--- config.mk ---
export PLATFORM = sky130hd
export DESIGN_NAME = hack_mem_arbiter
export DESIGN_NICKNAME = d
export VERILOG_FILES = /design/src/rtl/hack_mem_pkg.sv /design/src/rtl/hack_mem_addr_check.sv /design/src/rtl/hack_mem_arbiter.sv
export SDC_FILE = /design/constraint.sdc
export NUM_CORES = 1
export LEC_CHECK = 0
export ABC_CLOCK_PERIOD_IN_PS = 4900
export CORE_ASPECT_RATIO = 0.9
export CORE_UTILIZATION = 34
export DETAILED_ROUTE_END_ITERATION = 10
export GPL_TIMING_DRIVEN = 0
export HOLD_SLACK_MARGIN = 0.15
export PLACE_DENSITY = 0.85
export SLEW_MARGIN = 20
export SYNTH_ARGS = -nofsm -noshare
export SYNTH_HDL_FRONTEND = slang
export SYNTH_SLANG_ARGS = --single-unit
--- constraint.sdc ---
create_clock -name clk -period 4.9 [get_ports clk]
set_input_delay 1.225 -clock clk [delete_from_list [all_inputs] [get_ports clk]]
set_output_delay 1.225 -clock clk [all_outputs]
set_load 0.01 [all_outputs]
--- src/rtl/hack_mem_pkg.sv ---
// Shared types and address-map constants for the Hack data-memory arbiter.
// Optional feature macro used by the arbiter: HACK_ARB_STARVE_GUARD_EN.
package hack_mem_pkg;

    typedef logic [14:0] addr_t;
    typedef logic [15:0] word_t;

    typedef enum logic [1:0] {
        ARB,
        LOCK0,
        LOCK1
    } arb_state_t;

    localparam addr_t SCREEN_BASE = 15'h4000;
    localparam addr_t KBD_ADDR_C  = 15'h6000;

    // Wide enough for any MAX_WAIT in 1..255.
    localparam int WAIT_W = 8;

endpackage

--- src/rtl/hack_mem_addr_check.sv ---
// Combinational Hack address-map check: out-of-range accesses and
// writes to the read-only keyboard word are illegal.
module hack_mem_addr_check
    import hack_mem_pkg::*;
#(
    parameter addr_t ADDR_LIMIT = KBD_ADDR_C,
    parameter addr_t KBD_ADDR   = KBD_ADDR_C
) (
    input  addr_t addr,
    input  logic  we,
    output logic  legal
);

    logic out_of_range;
    logic kbd_write;

    assign out_of_range = (addr > ADDR_LIMIT);
    assign kbd_write    = we && (addr == KBD_ADDR);
    assign legal        = !out_of_range && !kbd_write;

endmodule

--- src/rtl/hack_mem_arbiter.sv ---
// Two-port arbiter for the single-port Hack data memory with locked bursts,
// address-map enforcement and a one-cycle registered response per beat.
// Define HACK_ARB_STARVE_GUARD_EN to enable the port-1 starvation guard.
module hack_mem_arbiter
    import hack_mem_pkg::*;
#(
    parameter int    MAX_WAIT   = 8,
    parameter addr_t ADDR_LIMIT = 15'h6000,
    parameter addr_t KBD_ADDR   = KBD_ADDR_C
) (
    input  logic  clk,
    input  logic  rst_n,

    input  logic  p0_valid,
    output logic  p0_ready,
    input  logic  p0_we,
    input  logic  p0_lock,
    input  addr_t p0_addr,
    input  word_t p0_wdata,
    output logic  p0_rsp_valid,
    output word_t p0_rsp_data,
    output logic  p0_rsp_err,

    input  logic  p1_valid,
    output logic  p1_ready,
    input  logic  p1_we,
    input  logic  p1_lock,
    input  addr_t p1_addr,
    input  word_t p1_wdata,
    output logic  p1_rsp_valid,
    output word_t p1_rsp_data,
    output logic  p1_rsp_err,

    output addr_t mem_address,
    output word_t mem_in,
    output logic  mem_load,
    input  word_t mem_out
);

    arb_state_t state;
    arb_state_t state_next;

    logic legal0;
    logic legal1;
    logic grant0;
    logic grant1;
    logic starve;

    hack_mem_addr_check #(
        .ADDR_LIMIT (ADDR_LIMIT),
        .KBD_ADDR   (KBD_ADDR)
    ) u_check0 (
        .addr  (p0_addr),
        .we    (p0_we),
        .legal (legal0)
    );

    hack_mem_addr_check #(
        .ADDR_LIMIT (ADDR_LIMIT),
        .KBD_ADDR   (KBD_ADDR)
    ) u_check1 (
        .addr  (p1_addr),
        .we    (p1_we),
        .legal (legal1)
    );

`ifdef HACK_ARB_STARVE_GUARD_EN
    logic [WAIT_W-1:0] wait_cnt;
    localparam logic [WAIT_W-1:0] WAIT_SAT = WAIT_W'(MAX_WAIT);

    assign starve = (wait_cnt == WAIT_SAT);

    // Only counts port-1 cycles spent waiting; any port-1 accept restarts it.
    always_ff @(posedge clk or negedge rst_n) begin
        if (!rst_n) begin
            wait_cnt <= '0;
        end else if (p1_ready) begin
            wait_cnt <= '0;
        end else if (p1_valid && (wait_cnt != WAIT_SAT)) begin
            wait_cnt <= wait_cnt + 1'b1;
        end
    end
`else
    assign starve = 1'b0;
`endif

    always_ff @(posedge clk or negedge rst_n) begin
        if (!rst_n) begin
            state <= ARB;
        end else begin
            state <= state_next;
        end
    end

    // Grant selection and lock tracking; a lock is only left by an accepted
    // lock=0 beat, so idle cycles inside a burst keep ownership.
    always_comb begin
        grant0     = 1'b0;
        grant1     = 1'b0;
        state_next = state;

        case (state)
            ARB: begin
                if (starve && p1_valid) begin
                    grant1 = 1'b1;
                end else if (p0_valid) begin
                    grant0 = 1'b1;
                end else if (p1_valid) begin
                    grant1 = 1'b1;
                end
            end
            LOCK0:   grant0 = 1'b1;
            LOCK1:   grant1 = 1'b1;
            default: grant0 = 1'b0;
        endcase

        if (!rst_n) begin
            grant0 = 1'b0;
            grant1 = 1'b0;
        end

        p0_ready = grant0 && p0_valid;
        p1_ready = grant1 && p1_valid;

        if (p0_ready) begin
            state_next = p0_lock ? LOCK0 : ARB;
        end else if (p1_ready) begin
            state_next = p1_lock ? LOCK1 : ARB;
        end
    end

    // Port 0 owns the memory pins whenever port 1 is not being accepted.
    assign mem_address = p1_ready ? p1_addr  : p0_addr;
    assign mem_in      = p1_ready ? p1_wdata : p0_wdata;
    assign mem_load    = (p0_ready && p0_we && legal0) ||
                         (p1_ready && p1_we && legal1);

    // Read data is captured from the same edge that completes the beat, so a
    // write in one cycle is seen by a read accepted in the next.
    always_ff @(posedge clk or negedge rst_n) begin
        if (!rst_n) begin
            p0_rsp_valid <= 1'b0;
            p0_rsp_err   <= 1'b0;
            p0_rsp_data  <= '0;
            p1_rsp_valid <= 1'b0;
            p1_rsp_err   <= 1'b0;
            p1_rsp_data  <= '0;
        end else begin
            p0_rsp_valid <= p0_ready;
            p1_rsp_valid <= p1_ready;
            if (p0_ready) begin
                p0_rsp_err  <= !legal0;
                p0_rsp_data <= (!p0_we && legal0) ? mem_out : '0;
            end
            if (p1_ready) begin
                p1_rsp_err  <= !legal1;
                p1_rsp_data <= (!p1_we && legal1) ? mem_out : '0;
            end
        end
    end

endmodule

==> results of run 1 <==
[metal layers]
metal,vias up,wire length (microns)
li1,1036,-
met3,12,511
met5,-,0
met2,102,3211
met1,999,2644
met4,0,112
[through the flow]
stage / hold WS, ps / TNS [ps]
after floorplan: 446.3 / 0
after global placement: 457.8 / -34440
after detailed placement: 464.0 / 0
after CTS: 480.7 / 0
after global routing: 523.5 / -4.233
final: 477.5 / 0
[worst max path at each step]
stage,startpoint,to,slack [ps],cells past startpoint
after floorplan,p0_valid,mem_in[10],1210,7
after global placement,rst_n,mem_address[0],-1080,9
after detailed placement,p0_valid,mem_in[11],140,9
after CTS,p0_valid,mem_in[11],120,9
after global routing,p0_valid,mem_address[13],-4,9
final,p0_valid,mem_in[1],180,9
[flip-flops by register name, indices dropped and copies added, names as in the netlist]
| name | cells |
|---|---|
| p0_rsp_data | 16 |
| p0_rsp_err | 1 |
| p0_rsp_valid | 1 |
| p1_rsp_data | 16 |
| p1_rsp_err | 1 |
| p1_rsp_valid | 1 |
| state | 2 |
[critical path: cells and delay by family]
family	cells	cell delay, ps
simple gates	4	650
buf+inv	5	1610
[cells by family after synthesis]
kind of cell / after synthesis / synth area share (%)
and+or+nand+nor: 114 / 24.78
muxes: 1 / 0.6126
buffers and inverters: 15 / 3.948
AOI/OAI and AO/OA: 38 / 18.92
DFF: 38 / 51.74
[power by group]
group | internal (mW) | total, mW | switching (mW)
combinational | 0.397 | 0.648 | 0.251
clock | 0.113 | 0.219 | 0.105
sequential | 0.422 | 0.483 | 0.0612
[timing repair]
item / 4_1_cts / 5_1_grt
hold endpoints to repair: 0 / 0
gates resized for setup: 0 / 4
setup buffers: 0 / 0
setup endpoints to repair: 0 / 2
[Yosys cell counts, drive strengths merged]
cell / n
mux2: 1
nand4: 2
nand3: 2
nand2: 100
a311oi: 2
dfrtp: 38
nor2b: 1
a32o: 1
o21ai: 2
a22o: 32
or3: 1
a31oi: 1
clkbuf: 10
inv: 1
clkinv: 1
nor4: 6
buf: 3
nor2: 2
[layout make-up]
class	count	area, sq um	share of cell area [%]
buffer	13	67.56	1.882
clock buffer	7	86.33	2.405
clock inverter	1	5.005	0.1394
inverter	2	7.507	0.2091
multi-input combinational	153	814.5	22.69
sequential	38	950.9	26.49
tap	67	83.83	2.335
timing repair buffer	156	1574	43.85
==> flow_summary.yaml, run 1 <==
status:
  status: "finished, final reports clean"
cells_and_area:
  design_area_sq_mm: 0.003590
  fin_cells: 437
  fin_util_pct: 68.72
  drive_above_1_share_pct: 4.595
  fillCellCount: 421
  nNetsFinal: 455
  antenna_cells: 0
  mostFrequentLayoutCells: "154 x clkdlybuf4s50_1, 100 x nand2_1, 38 x dfrtp_1"
  area_growth_pct: 95.30
  final_common_cell: "clkdlybuf4s50_1"
die:
  start_util_pct: 35.19
  pin_count: 156
  num_rows: 25
  die_x_microns: 79.50
  core_region_area_sq_mm: 0.005224
  die_y_microns: 71.75
  die-area_sq_mm: 0.005704
setup_path:
  rrSetupSlack_ps: 3090
  cpPeakStageDelay_ps: 540
  critPathCaptureType: "primary output"
  path_cells: "clkdlybuf4s50_1, nor2b_1, or3_1, buf_2, clkinv_1, clkbuf_1, nand2_1, nand2_1, clkdlybuf4s50_1"
  critPathArrivalTime_ps: 3490
  r2r_cells: 6
  rr_endpoint: "p1_rsp_data[6]$_DFFE_PN0P_"
  cpMaxStageDelayCell: "clkdlybuf4s50_1"
  rr_startpoint: "state[1]$_DFFE_PN0P_"
  start_kind: "input port"
  crit_type: "in2out"
  required_ps: 3670
  crit_fanout: 10
synth:
  synth_area_leaders: "dfrtp_1 52%, nand2_1 20%, a22o_1 15%, clkbuf_1 2.0%, nor4_1 2.0%"
  ys_seq_area_share_pct: 51.74
  synthesis.nets: 292
  syn_inst: 206
  synthesis.area_sq_mm: 0.001838
  yosys_warnings: 0
  synth_top_area_share_pct: 51.74
  synth.avg_cell_area_sq_um: 8.922
  ys_ff_latch: 38
  yosys.area.top_type: "dfrtp_1"
  synth.distinct_cells: 20
clock_network:
  cts.path.max_buffers: 2
  cts_sinks: 38
  clkTransAtPathRegs_ps: 70
  h-tree-depth: 2
  holdBufCountCts: 0
  clk_latency_ps: 290
  cts_buffers: 5
  cts_tree: "yes"
  cts-root-buf: "clkbuf_8"
timing:
  clock.fmax_mhz: 211.9
  hold_violations: 0
  slew_violations: 0
  setup_viol_count_final: 0
  layout_setup_ws_ps: 181.6
  tightest_slew_ps: 675.1
  post-route-period-util_pct: 96.29
  layout_min_cycle_time_ps: 4718
  slew_headroom_pct: 54.99
  clock_skew_ps: 4.709
global_routing:
  grt_pass1_wl_microns: 10120
  track_usage_pct: 23.20
  use_met1_pct: 28.08
  grt_overflow_total: 0
  grt_pass1_vias: 2105
  met3_usage_pct: 6.752
  grt_use_met2_pct: 39.13
  antenna_found_initial: 0
  top_usage_layer: "met2"
  grt_start_max_net_pins: 26
placement:
  io_buffers: 155
  dpl_cell_area_sq_mm: 0.003496
  pre_cts_ws_ps: 139.9
  dp.cells: 429
  dp_hpwl_microns: 5244
  gp_congestion: 0.7305
min_path:
  min_delay_path_depth: 2
  min_to: "state[1]$_DFFE_PN0P_"
  worstHoldPathType: "reg2reg"
  hold_path.startpoint: "state[1]$_DFFE_PN0P_"
detailed_routing:
  antenna_left: 0
  dr.pass1.iters: 4
  avgRoutedWirePerCell_microns: 14.83
  finalWirelength_microns: 6480
  detail_route.vias_per_cell: 4.918
  drtIter0Drc: 87
  route.vias.total: 2149
  route.detailed.drc: 0
pwr:
  p_leak_nw: 1.616
  max-vdd-ir-drop_mv: 0.2310
  powerDensity_mw_per_mm2: 375.9
  total_power_mw: 1.349
run:
  drv_cap: 0
Note: power is estimated with default switching activity, not from simulation.
==> inputs of run 2 (changes only) <==
Settings changed: CORE_ASPECT_RATIO 0.9 to 0.6, TNS_END_PERCENT from default to 10.
==> run 2 against run 1 <==
  * Critical path type unchanged
  * Sequential cell count is the same
  * Critical endpoint is now mem_address[6]
  * Fmax fell by 0.84%
  * Worst hold slack better by 2.9 ps
  * Die area increased by 0.16%
==> flow_summary.yaml, run 2 (same netlist as run 1, synthesis figures left out) <==
cells_and_area:
  fin_util_pct: 69.80
  design_area_sq_mm: 0.003581
  nNetsFinal: 455
  final_common_cell: "clkdlybuf4s50_1"
  fillCellCount: 402
  drive_above_1_share_pct: 4.595
  antenna_cells: 0
  largest_registers: "p0_rsp_data x16, p1_rsp_data x16, state x2"
  area_growth_pct: 94.83
  mostFrequentLayoutCells: "154 x clkdlybuf4s50_1, 100 x nand2_1, 38 x dfrtp_1"
timing:
  post-route-period-util_pct: 97.11
  clock.fmax_mhz: 210.1
  slew_headroom_pct: 49.91
  slew_violations: 0
  tightest_slew_ps: 751.3
  clock_skew_ps: 7.366
  layout_min_cycle_time_ps: 4759
  hold_violations: 0
  holdWs_ps: 480.5
  setup_viol_count_final: 0
  rsz0062_at_grt: "yes"
pwr:
  max-vdd-ir-drop_mv: 0.2402
  total_power_mw: 1.352
  p_leak_nw: 1.613
  powerDensity_mw_per_mm2: 377.5
global_routing:
  antenna_found_initial: 0
  grt_pass1_vias: 2005
  grt_pass1_wl_microns: 9811
  track_usage_pct: 22.00
  grt_overflow_total: 0
  grt_start_max_net_pins: 32
setup_path:
  cpPeakStageDelay_ps: 540
  cpMaxStageDelayCell: "clkdlybuf4s50_1"
  required_ps: 3670
  crit_family: "buffers and inverters"
  path_cells: "clkdlybuf4s50_1, nor2b_1, or3_1, buf_2, clkinv_1, clkbuf_1, nand2_1, nand2_1, clkdlybuf4s50_1"
  crit_type: "in2out"
  start_kind: "input port"
  cp_num_buf_inv: 5
  critPathCaptureType: "primary output"
  critPathArrivalTime_ps: 3530
  crit_fanout: 10
detailed_routing:
  finalWirelength_microns: 6530
  route.vias.total: 2148
  antenna_left: 0
  avgRoutedWirePerCell_microns: 14.98
  drtIter0Drc: 71
  dr.pass1.iters: 4
  route.detailed.drc: 0
  detail_route.vias_per_cell: 4.927
die:
  core_region_area_sq_mm: 0.005130
  die_y_microns: 58.95
  pin_count: 156
  num_rows: 20
  start_util_pct: 35.83
  die-area_sq_mm: 0.005713
  die_x_microns: 96.92
clock_network:
  cts.path.max_buffers: 2
  cts.repair.resized: 0
  cts_buffers: 5
  h-tree-depth: 2
  cts_sinks: 38
  clkTransAtPathRegs_ps: 70
  holdBufCountCts: 0
  cts-root-buf: "clkbuf_8"
  cts_setup_buffers: 0
  cts_tree: "yes"
  clk_latency_ps: 290
placement:
  io_buffers: 155
  dpl_cell_area_sq_mm: 0.003487
  dp_hpwl_microns: 5214
  gp_congestion: 0.7636
run:
  drv_cap: 0
min_path:
  worstHoldPathType: "reg2reg"
status:
  status: "finished, final reports clean"
run 2: cell counts in the layout (fill, tap and decap cells not counted):
Identical to the previous run, type by type.
run 2: layout make-up:
class | instances | area, sq um | area share, %
timing repair buffer | 156 | 1567 | 43.75
sequential | 38 | 950.9 | 26.55
multi-input combinational | 153 | 814.5 | 22.75
clock buffer | 7 | 86.33 | 2.411
tap | 66 | 82.58 | 2.306
buffer | 13 | 67.56 | 1.887
inverter | 2 | 7.507 | 0.2096
clock inverter | 1 | 5.005 | 0.1398
run 2: final timing paths:
check / from / endpoint / slack [ps] / cells after the start
min in group asynchronous: rst_n / p1_rsp_data[12]$_DFFE_PN0P_ / 790 / 1
worst max register to register: state[1]$_DFFE_PN0P_ / p1_rsp_data[14]$_DFFE_PN0P_ / 3070 / 6
max in group asynchronous: rst_n / p0_rsp_data[5]$_DFFE_PN0P_ / 3680 / 2
worst max-delay path: p0_valid / mem_address[6] / 140 / 9
worst min register to register: state[1]$_DFFE_PN0P_ / state[1]$_DFFE_PN0P_ / 480 / 2
worst min-delay path: state[1]$_DFFE_PN0P_ / state[1]$_DFFE_PN0P_ / 480 / 2
run 2: metal layers:
metal,vias up,global-route usage [%],part of all wire [%]
met5,-,0,0
li1,1037,-,-
met3,2,7.482,6.8
met1,1023,29.24,45
met4,0,3.198,0.35
met2,86,36.22,47
run 2: through the flow:
step	setup TNS [ps]	setup WS [ps]	cells
after global placement	-34860	-1116	427
after global routing	-70.58	-44.88	436
final	0	141.5	436
after CTS	0	99.02	436
after floorplan	0	1210	206
after detailed placement	0	107.9	428
run 2: worst register-to-register path: cells and delay by family, from the launching register on:
family          cells  cell delay, ps
compound gates      2             640
buf+inv             2             400
flops               1             350
simple gates        2             380
run 2: power by group:
part / switching [mW] / internal [mW]
sequential: 0.0636 / 0.422
clock: 0.106 / 0.114
combinational: 0.251 / 0.396
==> inputs of run 3 (changes only) <==
Settings changed: HOLD_SLACK_MARGIN 0.15 to 0.08.
==> results of run 3 <==
Same layout as run 2: the final DEF is identical, and so are final timing and power.
